==> src/rtl/vic_pkg.sv <==
// Shared types and constants for the VICtor arbiter: sizes, FSM state encoding
// and the in-service stack entry.
package vic_pkg;

  localparam int N_IRQ  = 31;
  localparam int PRIO_W = 2;
  localparam int VEC_W  = 5;

  typedef enum logic [1:0] {
    IDLE    = 2'd0,
    REQ     = 2'd1,
    SERVICE = 2'd2
  } state_e;

  typedef struct packed {
    logic [PRIO_W-1:0] prio;
    logic [VEC_W-1:0]  vec;
  } stk_entry_t;

endpackage

==> src/rtl/vic_arbiter_if.sv <==
// Arbiter bus: capture-stage lines, CPU handshake and status outputs.
// master = capture stage / CPU side, slave = the arbiter.
interface vic_arbiter_if;
  import vic_pkg::*;

  logic                      i_en;
  logic [N_IRQ-1:0]          i_pending;
  logic [N_IRQ-1:0]          i_mask;
  logic [N_IRQ*PRIO_W-1:0]   i_prio;
  logic                      i_ack;
  logic                      i_eoi;
  logic                      o_irq;
  logic [VEC_W-1:0]          o_irq_addr;
  logic [N_IRQ-1:0]          o_clr;
  logic                      o_busy;
  logic [PRIO_W-1:0]         o_level;

  modport master (
    output i_en, i_pending, i_mask, i_prio, i_ack, i_eoi,
    input  o_irq, o_irq_addr, o_clr, o_busy, o_level
  );

  modport slave (
    input  i_en, i_pending, i_mask, i_prio, i_ack, i_eoi,
    output o_irq, o_irq_addr, o_clr, o_busy, o_level
  );

endinterface

==> src/rtl/vic_prio_enc.sv <==
// Combinational priority encoder: reduces the candidate lines to the
// highest-priority one, lowest index winning ties.
module vic_prio_enc
  import vic_pkg::*;
(
  input  logic [N_IRQ-1:0]        cand_i,
  input  logic [N_IRQ*PRIO_W-1:0] prio_i,
  output logic                    valid_o,
  output logic [PRIO_W-1:0]       prio_o,
  output logic [VEC_W-1:0]        idx_o
);

  always_comb begin
    // NOTE: every output gets a default before the loop so no latch is inferred.
    valid_o = 1'b0;
    prio_o  = '0;
    idx_o   = '0;
    // NOTE: blocking assignments make this an ordered scan; each iteration sees
    // the best-so-far left by the previous one.
    for (int i = 0; i < N_IRQ; i++) begin
      // Strict '>' keeps the earlier (lower) index on equal priority.
      if (cand_i[i] && (!valid_o || prio_i[i*PRIO_W +: PRIO_W] > prio_o)) begin
        valid_o = 1'b1;
        prio_o  = prio_i[i*PRIO_W +: PRIO_W];
        idx_o   = VEC_W'(i);
      end
    end
  end

endmodule

==> src/rtl/vic_arbiter.sv <==
// VICtor priority arbiter and CPU ack/EOI sequencer with in-service stack.
// Optional feature macro: VIC_NESTING_EN (preemption from SERVICE, 4-deep stack).
module vic_arbiter
  import vic_pkg::*;
(
  input  logic          i_clk,
  input  logic          i_rst,
  vic_arbiter_if.slave  bus
);

`ifdef VIC_NESTING_EN
  localparam int DEPTH = 4;
  localparam bit NEST  = 1'b1;
`else
  localparam int DEPTH = 1;
  localparam bit NEST  = 1'b0;
`endif
  localparam int SP_W = $clog2(DEPTH + 1);

  state_e             state_q, state_d;
  logic               irq_q, irq_d;
  logic [VEC_W-1:0]   addr_q, addr_d;
  logic [PRIO_W-1:0]  rprio_q, rprio_d;
  logic [N_IRQ-1:0]   clr_q, clr_d;
  logic [SP_W-1:0]    sp_q, sp_d;
  logic [PRIO_W-1:0]  level_q, level_d;
  logic               busy_q, busy_d;
  stk_entry_t         stack_q [DEPTH];

  logic               push;
  stk_entry_t         push_entry;
  stk_entry_t         top_ent, below_ent;
  logic [VEC_W-1:0]   pop_vec, rest_vec;
  logic               ack_take, pop, eligible;

  logic [N_IRQ-1:0]   cand;
  logic               cand_valid;
  logic [PRIO_W-1:0]  cand_prio;
  logic [VEC_W-1:0]   cand_idx;

  assign cand = bus.i_pending & bus.i_mask;

  vic_prio_enc u_enc (
    .cand_i  (cand),
    .prio_i  (bus.i_prio),
    .valid_o (cand_valid),
    .prio_o  (cand_prio),
    .idx_o   (cand_idx)
  );

  // Innermost entry and the one beneath it (what becomes innermost on a pop).
  always_comb begin
    top_ent   = '0;
    below_ent = '0;
    for (int i = 0; i < DEPTH; i++) begin
      if (int'(sp_q) == i + 1) top_ent   = stack_q[i];
      if (int'(sp_q) == i + 2) below_ent = stack_q[i];
    end
  end

  assign ack_take   = (state_q == REQ) && bus.i_ack;
  assign pop        = bus.i_eoi && busy_q && !ack_take;
  assign eligible   = bus.i_en && cand_valid && (!busy_q || cand_prio > level_q);
  assign pop_vec    = (sp_q > SP_W'(1)) ? below_ent.vec : '0;
  assign rest_vec   = pop ? pop_vec : (busy_q ? top_ent.vec : '0);
  assign push_entry = '{prio: rprio_q, vec: addr_q};

  always_comb begin
    state_d = state_q;
    irq_d   = irq_q;
    addr_d  = addr_q;
    rprio_d = rprio_q;
    clr_d   = '0;
    sp_d    = sp_q;
    level_d = level_q;
    busy_d  = busy_q;
    push    = 1'b0;

    if (pop) begin
      sp_d    = sp_q - SP_W'(1);
      busy_d  = sp_q > SP_W'(1);
      level_d = (sp_q > SP_W'(1)) ? below_ent.prio : '0;
    end

    unique case (state_q)
      IDLE: begin
        if (pop) begin
          addr_d = pop_vec;
        end else if (eligible) begin
          state_d = REQ;
          irq_d   = 1'b1;
          addr_d  = cand_idx;
          rprio_d = cand_prio;
        end
      end
      REQ: begin
        if (ack_take) begin
          clr_d   = N_IRQ'(1) << addr_q;
          irq_d   = 1'b0;
          state_d = SERVICE;
          if (int'(sp_q) < DEPTH) begin
            push    = 1'b1;
            sp_d    = sp_q + SP_W'(1);
            busy_d  = 1'b1;
            level_d = rprio_q;
          end
        end else if (eligible) begin
          addr_d  = cand_idx;
          rprio_d = cand_prio;
        end else begin
          // Withdrawn or disabled: fall back to showing the serviced vector.
          state_d = IDLE;
          irq_d   = 1'b0;
          addr_d  = rest_vec;
        end
      end
      SERVICE: begin
        if (pop) begin
          state_d = IDLE;
          addr_d  = pop_vec;
        end else if (NEST && eligible) begin
          state_d = REQ;
          irq_d   = 1'b1;
          addr_d  = cand_idx;
          rprio_d = cand_prio;
        end
      end
      default: state_d = IDLE;
    endcase
  end

  always_ff @(posedge i_clk) begin
    if (i_rst) begin
      state_q <= IDLE;
      irq_q   <= 1'b0;
      addr_q  <= '0;
      rprio_q <= '0;
      clr_q   <= '0;
      sp_q    <= '0;
      level_q <= '0;
      busy_q  <= 1'b0;
    end else begin
      state_q <= state_d;
      irq_q   <= irq_d;
      addr_q  <= addr_d;
      rprio_q <= rprio_d;
      clr_q   <= clr_d;
      sp_q    <= sp_d;
      level_q <= level_d;
      busy_q  <= busy_d;
    end
  end

  // NOTE: stack storage is not reset; sp_q alone decides which entries are live.
  always_ff @(posedge i_clk) begin
    if (push) begin
      for (int i = 0; i < DEPTH; i++) begin
        if (int'(sp_q) == i) stack_q[i] <= push_entry;
      end
    end
  end

  assign bus.o_irq      = irq_q;
  assign bus.o_irq_addr = addr_q;
  assign bus.o_clr      = clr_q;
  assign bus.o_busy     = busy_q;
  assign bus.o_level    = level_q;

endmodule

==> src/flat_wrapper.sv <==
// flat-port wrapper written by rule: the top's interface ports become plain ports
module vic_arbiter_flat import vic_pkg::*;
  (i_clk, i_rst, bus_i_en, bus_i_pending, bus_i_mask, bus_i_prio, bus_i_ack, bus_i_eoi, bus_o_irq, bus_o_irq_addr, bus_o_clr, bus_o_busy, bus_o_level);
  vic_arbiter_if bus_i ();
  input  logic i_clk;
  input  logic i_rst;
  input wire logic [$bits(bus_i.i_en)-1:0] bus_i_en;
  input wire logic [$bits(bus_i.i_pending)-1:0] bus_i_pending;
  input wire logic [$bits(bus_i.i_mask)-1:0] bus_i_mask;
  input wire logic [$bits(bus_i.i_prio)-1:0] bus_i_prio;
  input wire logic [$bits(bus_i.i_ack)-1:0] bus_i_ack;
  input wire logic [$bits(bus_i.i_eoi)-1:0] bus_i_eoi;
  output wire logic [$bits(bus_i.o_irq)-1:0] bus_o_irq;
  output wire logic [$bits(bus_i.o_irq_addr)-1:0] bus_o_irq_addr;
  output wire logic [$bits(bus_i.o_clr)-1:0] bus_o_clr;
  output wire logic [$bits(bus_i.o_busy)-1:0] bus_o_busy;
  output wire logic [$bits(bus_i.o_level)-1:0] bus_o_level;
  assign bus_i.i_en = bus_i_en;
  assign bus_i.i_pending = bus_i_pending;
  assign bus_i.i_mask = bus_i_mask;
  assign bus_i.i_prio = bus_i_prio;
  assign bus_i.i_ack = bus_i_ack;
  assign bus_i.i_eoi = bus_i_eoi;
  assign bus_o_irq = bus_i.o_irq;
  assign bus_o_irq_addr = bus_i.o_irq_addr;
  assign bus_o_clr = bus_i.o_clr;
  assign bus_o_busy = bus_i.o_busy;
  assign bus_o_level = bus_i.o_level;
  vic_arbiter u_core (.i_clk(i_clk), .i_rst(i_rst), .bus(bus_i));
endmodule
==> config.mk <==
export PLATFORM = sky130hd
export DESIGN_NAME = vic_arbiter_flat
export DESIGN_NICKNAME = d
export VERILOG_FILES = /design/src/rtl/vic_pkg.sv /design/src/rtl/vic_arbiter_if.sv /design/src/rtl/vic_prio_enc.sv /design/src/rtl/vic_arbiter.sv /design/src/flat_wrapper.sv
export SDC_FILE = /design/constraint.sdc
export NUM_CORES = 1
export LEC_CHECK = 0
export BUFFER_PORTS_ARGS = -buffer_cell sky130_fd_sc_hd__buf_2
export CORE_UTILIZATION = 25
export DETAILED_ROUTE_END_ITERATION = 7
export GPL_ROUTABILITY_DRIVEN = 0
export PLACE_DENSITY = 0.56
export SLEW_MARGIN = 20
export SYNTH_ARGS = -nofsm -noshare
export SYNTH_HDL_FRONTEND = slang
export SYNTH_SLANG_ARGS = --single-unit
==> constraint.sdc <==
create_clock -name i_clk -period 50.1 [get_ports i_clk]
set_input_delay 7.515 -clock i_clk [delete_from_list [all_inputs] [get_ports i_clk]]
set_output_delay 7.515 -clock i_clk [all_outputs]
set_load 0.03 [all_outputs]
==> Yosys cells after proc, flatten, opt, wreduce, memory -nomap -nowiden <==
Memory sizes are Yosys's and may differ from the RTL's.
Cells that the tools add are included.
{ "totals": {"reg_bits": 45, "mem_bits_rw": 7, "inputBits": 129, "output_inout_bits": 40, "wordCells": 296, "mem_count": 1} }
{ "mem_list": {"columns": ["memory", "words", "width", "read_ports", "rd_clocked_by_memory_dff", "wr", "line_no", "rtl"], "rows": [
  ["u_core.stack_q", 1, 7, 1, 0, 1, "vic_arbiter.sv:28", "stk_entry_t stack_q [DEPTH];"]
]} }
{ "classes": {"addsub": 2, "order_cmp": 33, "eq_ne": 8, "n_shift": 1, "n_mux": 134, "bitwise_logic": 3, "n_reduce_logical": 106} }
{ "op_table": {"columns": ["op", "count"], "rows": [
  ["5-bit two-way mux", 37],
  ["2-bit two-way mux", 43],
  ["2-bit > comparator", 31],
  ["1-bit two-way mux", 50],
  ["1-bit logical AND", 35],
  ["1-bit zero test", 32],
  ["31-bit AND", 1],
  ["1-bit logical OR", 31],
  ["1-bit by 5-bit << shifter with 31-bit output, first input constant", 1],
  ["5-bit case mux with 3 select lines", 1],
  ["4-bit AND reduction", 3],
  ["2-bit case mux with 3 select lines", 1],
  ["2-bit by 1-bit inequality test with 1-bit output, second input constant", 2],
  ["2-bit inequality test, second input constant", 2],
  ["2-bit case mux with 2 select lines", 1],
  ["3-bit by 1-bit inequality test with 1-bit output, second input constant", 1],
  ["3-bit by 2-bit inequality test with 1-bit output, second input constant", 1],
  ["3-bit AND reduction", 1],
  ["3-bit nonzero test", 1],
  ["3-bit OR reduction", 1],
  ["2-bit by 1-bit == test with 1-bit output, second input constant", 1],
  ["2-bit == test, second input constant", 1],
  ["2-bit zero test", 1],
  ["1-bit NOT", 2],
  ["6 further kinds", 6]
]} }

==> Logic depth before layout (Yosys ltp) <==
Gate-level depths: netlist of the first run.
{ "logic_depth": {"ltp_word": 128, "mapped_depth": 212, "mapped_depth_nobuf": 209} }

==> Modules after synthesis <==
From an unflattened synthesis of the first run, not the netlist that was laid out.
{ "unflattened": {"hier_cells": 704, "hier_area_um2": 5205.0} }
{ "by_module_without_submodules": {"columns": ["module", "instances", "cells_per_inst", "area_per_inst_um2", "seq_area_each_um2"], "rows": [
  ["vic_prio_enc", 1, 491, 3181.8, 0.0],
  ["vic_arbiter", 1, 213, 2023.2, 1051.0]
]} }

==> Worst setup path after synthesis of the first run <==
Ideal clock, no wire load.
{ "synth_path": {"path_type": "input -> register", "from": "input port bus_i_pending[0]", "to": "register u_core.addr_q[4], in the netlist u_core.bus.o_irq_addr[4]", "setup_ns": 0.103, "arrival_ns": 43.118, "required_ns": 49.997, "slack_ns": 6.879, "cell_stages": 199, "path_buffers": 4, "cell_sequence": "and2_1 nand2_1 ha_1 nor2b_1 o2111a_1 o21ai_0 and2_1 ha_1 nor2b_1 o2111ai_1 and2_1 buf_6 a21o_1 ha_1 nor2b_1 o21ai_1 a21oi_1 a311oi_1 [... 163 more ...] o31ai_1 a21oi_1 ha_1 a21oi_1 a21oi_1 or2_2 clkbuf_1 nor2_1 a21oi_1 ha_1 a21oi_1 a21oi_1 o21ai_0 a31oi_4 o311ai_2 buf_2 nor3_1 a2111oi_2"} }
{ "synth_between": {"elab_chain_cells": 128, "elab_cells_between_ends": 222, "classes_between": "order compare: 31; eq/ne: 1; mux: 95; bitwise: 1; reduce/logical: 94"} }
{ "synth_rtl": {"columns": ["item", "line_no", "rtl"], "rows": [
  ["start, declared", "flat_wrapper.sv:8", "input wire logic [$bits(bus_i.i_pending)-1:0] bus_i_pending;"],
  ["31-bit AND (*)", "vic_arbiter.sv:41", "assign cand = bus.i_pending & bus.i_mask;"],
  ["2-bit two-way mux or 1-bit two-way mux (tied branches)", "vic_prio_enc.sv:22", "if (cand_i[i] && (!valid_o || prio_i[i*PRIO_W +: PRIO_W] > prio_o)) begin"],
  ["2-bit > comparator or 1-bit zero test (tied branches)", "vic_prio_enc.sv:22", null],
  ["1-bit logical OR", "vic_prio_enc.sv:22", null],
  ["1-bit logical AND", "vic_prio_enc.sv:22", null],
  ["2-bit two-way mux or 1-bit two-way mux (tied branches)", "vic_prio_enc.sv:22", null],
  ["2-bit > comparator or 1-bit zero test (tied branches)", "vic_prio_enc.sv:22", null],
  ["1-bit logical OR", "vic_prio_enc.sv:22", null],
  ["[... 113 more ...]", null, null],
  ["2-bit two-way mux (*)", "vic_prio_enc.sv:22", null],
  ["via u_core.cand_prio[1]", "vic_arbiter.sv:38", "logic [PRIO_W-1:0] cand_prio;"],
  ["2-bit > comparator (*)", "vic_arbiter.sv:63", "assign eligible = bus.i_en && cand_valid && (!busy_q || cand_prio > level_q);"],
  ["1-bit logical OR (*)", "vic_arbiter.sv:63", null],
  ["1-bit logical AND (*)", "vic_arbiter.sv:63", null],
  ["5-bit two-way mux", "vic_arbiter.sv:107", "end else if (eligible) begin"],
  ["5-bit two-way mux", "vic_arbiter.sv:97", "if (ack_take) begin"],
  ["5-bit case mux with 3 select lines", "vic_arbiter.sv:85", "unique case (state_q)"],
  ["end signal, assigned", "vic_arbiter.sv:145", "addr_q <= addr_d;"],
  ["end, declared", "vic_arbiter.sv:22", "logic [VEC_W-1:0] addr_q, addr_d;"]
]} }
The timed path passes the listed nets; every way through them passes the cells marked *. The select of a mux whose other input is x is not followed.
A chain may end at the register's enable or synchronous reset.

==> Worst setup path after layout of the first run <==
{ "layout_path": {"from": "input port bus_i_pending[0]", "to": "register u_core.addr_q[0], in the netlist u_core.bus.o_irq_addr[0]"} }
{ "layout_between": {"elab_chain_cells": 128, "elab_cells_between_ends": 224, "classes_between": "order compare: 31; eq/ne: 1; mux: 97; bitwise: 1; reduce/logical: 94"} }
{ "layout_rtl": {"columns": ["item", "line_no"], "rows": [
  ["31-bit AND (*)", "vic_arbiter.sv:41"],
  ["2-bit two-way mux or 1-bit two-way mux (tied branches)", "vic_prio_enc.sv:22"],
  ["2-bit > comparator or 1-bit zero test (tied branches)", "vic_prio_enc.sv:22"],
  ["1-bit logical OR", "vic_prio_enc.sv:22"],
  ["1-bit logical AND", "vic_prio_enc.sv:22"],
  ["2-bit two-way mux or 1-bit two-way mux (tied branches)", "vic_prio_enc.sv:22"],
  ["2-bit > comparator or 1-bit zero test (tied branches)", "vic_prio_enc.sv:22"],
  ["1-bit logical OR", "vic_prio_enc.sv:22"],
  ["[... 112 more ...]", null],
  ["1-bit logical AND", "vic_prio_enc.sv:22"],
  ["2-bit two-way mux", "vic_prio_enc.sv:22"],
  ["2-bit > comparator", "vic_arbiter.sv:63"],
  ["1-bit logical OR", "vic_arbiter.sv:63"],
  ["1-bit logical AND", "vic_arbiter.sv:63"],
  ["5-bit two-way mux", "vic_arbiter.sv:107"],
  ["5-bit two-way mux", "vic_arbiter.sv:97"],
  ["5-bit case mux with 3 select lines", "vic_arbiter.sv:85"]
]} }
Mark *: on every way between the ends. The rest lies on a longest branch, timed or not. The select of a mux whose other input is x is not followed.

==> out/qor.csv, run 1 <==
stage,metric,value,unit
timing,period_needed,46.91,ns
grt,grt_use_total,14.4,%
synthesis,synth_area_leader_cell,dfxtp_1,
synthesis,synth_cell_type_count,96,
routing,ant_nets,0,
die,core-area,0.0197,sq mm
routing,drc,0,
synthesis,syn-instance-count,671,
timing,fin_crit_sh,93.6,%
timing,finalClockSkew,0.00455,ns
critical_path,endpoint_kind,register,
critical_path,slowest_delay,0.66,ns
layout,mostFrequentLayoutCells,"buf_2 (168), nor2_1 (100), nand2_1 (60)",
die,chipWidth,145,um
synthesis,netlist_area,0.00510,sq mm
placed_design,port_buffers,168,
synthesis,synth-simple-area-share,29.3,%
synthesis,ys.flop_type,dfxtp_1,
synthesis,avgSynthCellArea,7.60,sq um
synthesis,synth_xor_area_share,0,%
timing,final_max_slew_viol_count,0,
die,initial_core_util,25.9,%
clock_network,ctsHtreeMaxLevel,2,
timing,worst_slew_pin_slew,0.749,ns
layout,utilization,32.8,%
critical_path,required,50.29,ns
synthesis,synth-compound-area-share,28.9,%
timing,fin_tns_setup,0,ns
clock_network,cts_hold_buf,0,
clock_network,clock_path_buffers,2,
die,dieHeight,145,um
layout,nets,1015,
synthesis,synth_top_family_by_area,simple AND/OR/NAND/NOR gates,
synthesis,ys_seq_area_share,20.6,%
die,io_pins,169,
clock_network,cts_tree,yes,
routing,via_per_inst,4.86,
grt,antenna_found_initial,2,
critical_path,cp_slowest_cell,a211oi_1,
grt,first_global_vias,4781,
synthesis,ys_ff_latch,50,
routing,drtIter0Drc,204,
synthesis,ys_async_sr_fraction,0,%
clock_network,cts_root_buf,clkbuf_16,
timing,setup_viol,0,
grt,grt_pass1_wl,24.0,mm
die,die_area,0.0210,sq mm
synthesis,synth_top_cells_by_area,"dfxtp_1 (18%), ha_1 (11%), nor2_1 (7.4%)",
critical_path,critPathKind,in2reg,
layout,fin_area,0.00648,sq mm
placed_design,dpl.hpwl,13.1,mm
critical_path,critPathArrivalTime,47.09,ns
timing,timing.hold.ws,0.455,ns
layout,layout_commonest_cell,buf_2,
critical_path,crit_path_start_kind,input port,
power_and_ir_drop,p_total,0.227,mW
power_and_ir_drop,power.density,35.0,mW/mm^2
clock_network,clkSinkCount,50,
timing,relSlewSlack,49.8,%
run_status,status,"finished, final reports clean",
clock_network,insertion_delay,0.29,ns
synthesis,ys_warn_count,0,
grt,gr-total-overflow,0,
synthesis,synthMuxAreaShare,3.80,%
power_and_ir_drop,leakagePower,3.06,nW
clock_network,cts.clk_slew.worst_paths,0.07,ns
critical_path,path_max_fanout,9,
placed_design,placed_cell_area,0.00622,sq mm
hold_path,hold_class,reg2reg,
timing,finalHoldViolCount,0,
clock_network,cts_buffers,5,
critical_path,rr_worst_depth,8,
synthesis,synth-edff-count,5,
hold_path,holdPathStages,2,
critical_path,path_common_cell,ha_1,
routing,drt_first_pass_iters,5,
die,rows,51,
routing,wl_per_cell,14.1,um
layout,synthToLayoutAreaGrowth,27.0,%
routing,wl,15.6,mm
flow_run,maxCapViolations,0,
synthesis,synth_nets,843,
layout,drive_gt1_share,29.4,%
routing,routed-via-count,5392,
timing,max_freq,21.3,MHz
synthesis,synth_top_area_share,17.7,%
power_and_ir_drop,irDropWorstVdd,12.9,uV
synthesis,synthAdderAreaFrac,12.2,%
grt,grt_max_degree,21,
[Yosys cell counts (3+ instances only)]
cell type  number
nor2_1        100
nand2_1        60
inv_1          57
a21oi_1        51
dfxtp_1        45
ha_1           43
nand3_1        37
and2_1         16
o21ai_0        16
and3_1         12
a211oi_1       10
mux2_2          9
nor2b_1         9
a21o_1          8
a22oi_1         8
or3_1           8
a31oi_1         7
mux2i_1         7
nand3b_1        7
nand4_1         7
nor3_1          7
clkbuf_1        6
nand2b_1        6
o2111ai_1       6
o21ai_1         6
or2_2           6
edfxtp_1        5
maj3_1          5
o211ai_2        4
o31ai_1         4
a21boi_0        3
a21oi_2         3
a222oi_1        3
a311o_1         3
a311oi_1        3
maj3_2          3
o211ai_1        3
o21ai_2         3
o21bai_1        3
o22ai_1         3
[timing repair]
item                                    CTS  global route
buffers inserted                          0             6
endpoints found under the setup margin    0            10
gates resized for setup                   0             4
[final timing paths]
check	startpoint	endpoint	slack, ns
max reg2reg	u_core.state_q[1]$_SDFFE_PP0P_	u_core.bus.o_irq_addr[4]$_SDFFE_PP0P_	47.62
min reg2reg	u_core.rprio_q[0]$_SDFFE_PP0P_	u_core.bus.o_level[0]$_SDFF_PP0_	0.46
min	u_core.rprio_q[0]$_SDFFE_PP0P_	u_core.bus.o_level[0]$_SDFF_PP0_	0.46
max	bus_i_pending[0]	u_core.bus.o_irq_addr[0]$_SDFFE_PP0P_	3.19
[power by group]
part           internal (mW)  switching [mW]  leakage (nW)
Sequential            0.0454         0.00557         0.411
Combinational         0.0590          0.0812          2.57
Clock                 0.0192          0.0165        0.0763
[kinds of logic after synthesis]
group	after synthesis
AND/OR/NAND/NOR	295
flip-flops	50
adder cells (fa/ha/maj)	51
AO/OA/AOI/OAI	190
buffers and inverters	68
multiplexers	17
[worst max-delay path, delay by kind of cell]
family                     cells  cell delay, ns
adders and majority gates     39           11.14
muxes                          9            3.13
and+or+nand+nor               62            8.20
AOI/OAI and AO/OA             75           16.20
buffers and inverters          9            0.90
[through the flow]
step | setup WS, ns | instances
2_1_floorplan | 6.88 | 671
3_5_place_dp | 2.48 | 1094
6_report | 3.19 | 1110
3_3_place_gp | 2.83 | 1094
5_1_grt | -0.0240 | 1109
4_1_cts | 2.68 | 1102
[sequential cells by signal (all words and copies together), names as in the netlist]
name and count:
u_core.bus.o_busy 1, u_core.bus.o_clr 31, u_core.bus.o_irq 1, u_core.bus.o_irq_addr 5, u_core.bus.o_level 2, u_core.rprio_q 2, u_core.sp_q 1, u_core.stack_q 5
u_core.state_q 2
[layout make-up]
cell class                 instances  area, sq um
inverter                          58          218
clock inverter                     3         28.8
tap                              265          332
sequential                        50         1050
timing repair buffer             174          898
multi-input combinational        554         3820
fill                            2121        13200
antenna                            1         2.50
clock buffer                       5          125
[metal layers]
layer	track usage [%]	routed length (um)	share of wire, %	vias up
li1	-	-	-	2808
met1	20.9	7850	50	2418
met2	23.2	6880	44	150
met3	1.48	808	5.2	14
met4	1.83	102	0.65	2
met5	0	13	0.083	-
No activity file was read; power rests on OpenSTA's default activity.
==> inputs of run 2 (changes only) <==
- SYNTH_HIERARCHICAL: not set -> 1
==> run 2 against run 1 <==
Compared with the run above:
- global-route usage rose by 0.92 points
- critical endpoint is now u_core/bus.o_irq_addr[3]$_SDFFE_PP0P_
- first-iteration DRC count rose by 5.9%
- synthesized area rose by 2.1%
==> out/qor.csv, run 2 <==
stage,metric,value,unit,change
run_status,status,"finished, final reports clean",,unchanged
synthesis,synth-compound-area-share,28.3,%,was 28.9%
power_and_ir_drop,swShare,45.1,%,was 45.5%
clock_network,cts_buffers,5,,unchanged
critical_path,critPathKind,in2reg,,unchanged
critical_path,slowest_delay,0.48,ns,was 0.66 ns
synthesis,synth-edff-count,5,,unchanged
routing,drt_first_pass_iters,5,,unchanged
timing,fin_tns_setup,0,ns,unchanged
grt,grt_pass1_wl,26.9,mm,was 24.0 mm
synthesis,ys.flop_type,dfxtp_1,,unchanged
synthesis,synth-simple-area-share,32.3,%,was 29.3%
placed_design,pre_cts_ws,0.468,ns,was 2.48 ns
synthesis,synthMuxAreaShare,3.61,%,was 3.80%
placed_design,dpl.hpwl,14.1,mm,was 13.1 mm
power_and_ir_drop,power_frac_comb,64.3,%,was 61.8%
clock_network,insertion_delay,0.29,ns,about the same
power_and_ir_drop,irDropWorstVdd,26.8,uV,was 12.9 uV
clock_network,cts_tree,yes,,unchanged
layout,synthToLayoutAreaGrowth,30.7,%,was 27.0%
timing,finalClockSkew,0.00962,ns,was 0.00455 ns
layout,layout_commonest_cell,buf_2,,unchanged
clock_network,ctsHtreeMaxLevel,2,,unchanged
power_and_ir_drop,power.density,34.8,mW/mm^2,was 35.0 mW/mm^2
hold_path,hold_start,u_core/rprio_q[0]$_SDFFE_PP0P_,,was u_core.rprio_q[0]$_SDFFE_PP0P_
power_and_ir_drop,power.internal,0.130,mW,was 0.124 mW
die,core-area,0.0203,sq mm,was 0.0197 sq mm
critical_path,critPathArrivalTime,47.41,ns,was 47.09 ns
timing,fin_ws,2.85,ns,was 3.19 ns
timing,final_max_slew_viol_count,0,,unchanged
synthesis,synth_top_cells_by_area,"dfxtp_1 (17%), ha_1 (10%), nor2_1 (7.6%)",,"was dfxtp_1 (18%), ha_1 (11%), nor2_1 (7.4%)"
timing,timing.hold.ws,0.506,ns,was 0.455 ns
layout,mostFrequentLayoutCells,"buf_2 (168), nor2_1 (104), nand2_1 (68)",,"was buf_2 (168), nor2_1 (100), nand2_1 (60)"
die,rows,52,,was 51
synthesis,synthAdderAreaFrac,10.7,%,was 12.2%
synthesis,ys_seq_area_share,20.2,%,was 20.6%
routing,wl,17.2,mm,was 15.6 mm
die,io_pins,169,,unchanged
synthesis,ys_ff_latch,50,,unchanged
timing,setup_viol,0,,unchanged
timing,max_freq,21.2,MHz,was 21.3 MHz
die,chipWidth,146,um,was 145 um
routing,ant_nets,0,,unchanged
critical_path,rr_worst_depth,7,,was 8
synthesis,netlist_area,0.00520,sq mm,was 0.00510 sq mm
grt,antenna_found_initial,5,,was 2
synthesis,syn-instance-count,704,,was 671
power_and_ir_drop,power_frac_seq,21.5,%,was 22.5%
placed_design,port_buffers,168,,unchanged
critical_path,crit_path_start_kind,input port,,unchanged
routing,drc,0,,unchanged
routing,drtIter0Drc,216,,was 204
critical_path,required,50.26,ns,was 50.29 ns
timing,period_needed,47.25,ns,was 46.91 ns
clock_network,cts_hold_buf,0,,unchanged
synthesis,ys_warn_count,6,,was 0
critical_path,cp_slowest_cell,or3b_1,,was a211oi_1
grt,grt_use_total,15.3,%,was 14.4%
clock_network,clkSinkCount,50,,unchanged
hold_path,min_to,u_core/rprio_q[0]$_SDFFE_PP0P_,,was u_core.bus.o_level[0]$_SDFF_PP0_
timing,worst_slew_pin_slew,0.685,ns,was 0.749 ns
layout,largest_register_ffs,31,,unchanged
synthesis,ys_async_sr_fraction,0,%,unchanged
layout,nets,1056,,was 1015
critical_path,path_common_cell,ha_1,,unchanged
hold_path,hold_class,reg2reg,,unchanged
routing,routed-via-count,5831,,was 5392
clock_network,cts_root_buf,clkbuf_16,,unchanged
critical_path,regToRegStartpoint,u_core/bus.o_level[1]$_SDFF_PP0_,,was u_core.state_q[1]$_SDFFE_PP0P_
power_and_ir_drop,leakagePower,3.15,nW,was 3.06 nW
routing,wl_per_cell,14.9,um,was 14.1 um
routing,via_per_inst,5.04,,was 4.86
synthesis,synth_cell_type_count,87,,was 96
critical_path,regToRegSetupSlack,48.14,ns,was 47.62 ns
synthesis,synth_top_area_share,17.3,%,was 17.7%
grt,gr-total-overflow,0,,unchanged
synthesis,yosysMostFrequentCell,nor2_1,,unchanged
critical_path,endpoint_kind,register,,unchanged
layout,drive_gt1_share,29.2,%,was 29.4%
critical_path,path_max_fanout,10,,was 9
synthesis,synth_nets,876,,was 843
die,dieHeight,146,um,was 145 um
clock_network,cts.clk_slew.worst_paths,0.07,ns,about the same
synthesis,synth_commonest_cells,"nor2_1 (105), nand2_1 (68), inv_1 (52)",,"was nor2_1 (100), nand2_1 (60), inv_1 (57)"
hold_path,holdPathStages,2,,unchanged
synthesis,avgSynthCellArea,7.39,sq um,was 7.60 sq um
timing,relSlewSlack,54.3,%,was 49.8%
flow_run,maxCapViolations,0,,unchanged
critical_path,r2r-end,u_core/bus.o_irq_addr[3]$_SDFFE_PP0P_,,was u_core.bus.o_irq_addr[4]$_SDFFE_PP0P_
grt,first_global_vias,5353,,was 4781
synthesis,synth_area_leader_cell,dfxtp_1,,unchanged
synthesis,synth_top_family_by_area,simple AND/OR/NAND/NOR gates,,unchanged
power_and_ir_drop,switchingPower,0.107,mW,was 0.103 mW
die,initial_core_util,25.6,%,was 25.9%
timing,finalHoldViolCount,0,,unchanged
power_and_ir_drop,clkPwrFrac,14.2,%,was 15.7%
synthesis,synth_xor_area_share,0,%,unchanged
grt,grt_max_degree,21,,unchanged
timing,fin_crit_sh,94.3,%,was 93.6%
clock_network,clock_path_buffers,2,,unchanged
die,die_area,0.0214,sq mm,was 0.0210 sq mm
## run 2: cell types whose count changed in the layout (fill, tap and decap cells not counted), sizes merged, moves of 6 or more
cell,previous run,this run
nor3,9,21
buf,174,184
o21a,2,8
nand2,61,69
nor4,1,9
and2,16,44
maj3,8,2
a211oi,12,6
o21ai,25,38
a21oi,54,20
nand3,38,25
and3,12,4
## run 2: timing repair
| action | CTS | global route |
|---|---|---|
| setup endpoints to repair | 0 | 10 |
| buffers inserted | 0 | 11 |
| resized for setup | 0 | 39 |
## run 2: layer usage
layer	global-route usage, %	vias to the layer above	share of wire [%]
met5	0	-	0.13
met4	1.88	4	0.70
met3	3.75	15	6.5
met2	25.7	163	46
met1	20.2	2673	46
li1	-	2976	-
## run 2: cell type report
type / count / area (sq um)
Inverter: 53 / 199
Timing Repair Buffer: 184 / 961
Clock inverter: 3 / 23.8
Clock buffer: 5 / 125
Fill cell: 2216 / 13500
Sequential cell: 50 / 1050
Antenna cell: 2 / 5.00
Tap cell: 270 / 338
Multi-Input combinational cell: 590 / 4100
## run 2: worst max-delay path by stage
stage | from | to | slack (ns)
finish | bus_i_pending[0] | u_core/bus.o_irq_addr[3]$_SDFFE_PP0P_ | 2.85
global route | bus_i_pending[0] | u_core/state_q[1]$_SDFFE_PP0P_ | -0.11
CTS | bus_i_pending[0] | u_core/state_q[1]$_SDFFE_PP0P_ | 0.53
detailed placement | bus_i_pending[0] | u_core/state_q[1]$_SDFFE_PP0P_ | 0.47
global placement | bus_i_pending[0] | u_core/state_q[1]$_SDFFE_PP0P_ | 0.87
floorplan | bus_i_pending[0] | u_core/state_q[1]$_SDFFE_PP0P_ | 4.54
## run 2: worst max-delay path: cells and delay by family
family / cells / cell delay (ns)
muxes: 10 / 3.08
buffers and inverters: 9 / 1.06
adders and majority gates: 33 / 9.19
AOI/OAI and AO/OA: 86 / 17.22
and+or+nand+nor: 68 / 9.31
## run 2: power by group through the flow
stage	Sequential (mW)	Clock (mW)	Combinational (mW)
3_5_place_dp	0.0518	0	0.142
3_3_place_gp	0.0517	0	0.141
6_report	0.0509	0.0336	0.152
2_1_floorplan	0.0535	0	0.107
5_1_grt	0.0518	0.0360	0.171
4_1_cts	0.0509	0.0347	0.143
## run 2: cell families after synthesis
kind of cell / count (synthesis)
compound gates: 192
simple gates: 337
fa+ha+maj: 45
flops: 50
mux: 16
buf+inv: 64
## run 2: stage by stage
stage,cell area (sq um),cells,utilization (%),power [mW]
floorplan,5200,704,-,0.160
global placement,6370,1136,31.4,0.193
detailed placement,6370,1136,31.4,0.194
CTS,6520,1144,32.1,0.228
global route,6800,1155,33.5,0.258
finish,6800,1157,33.5,0.237
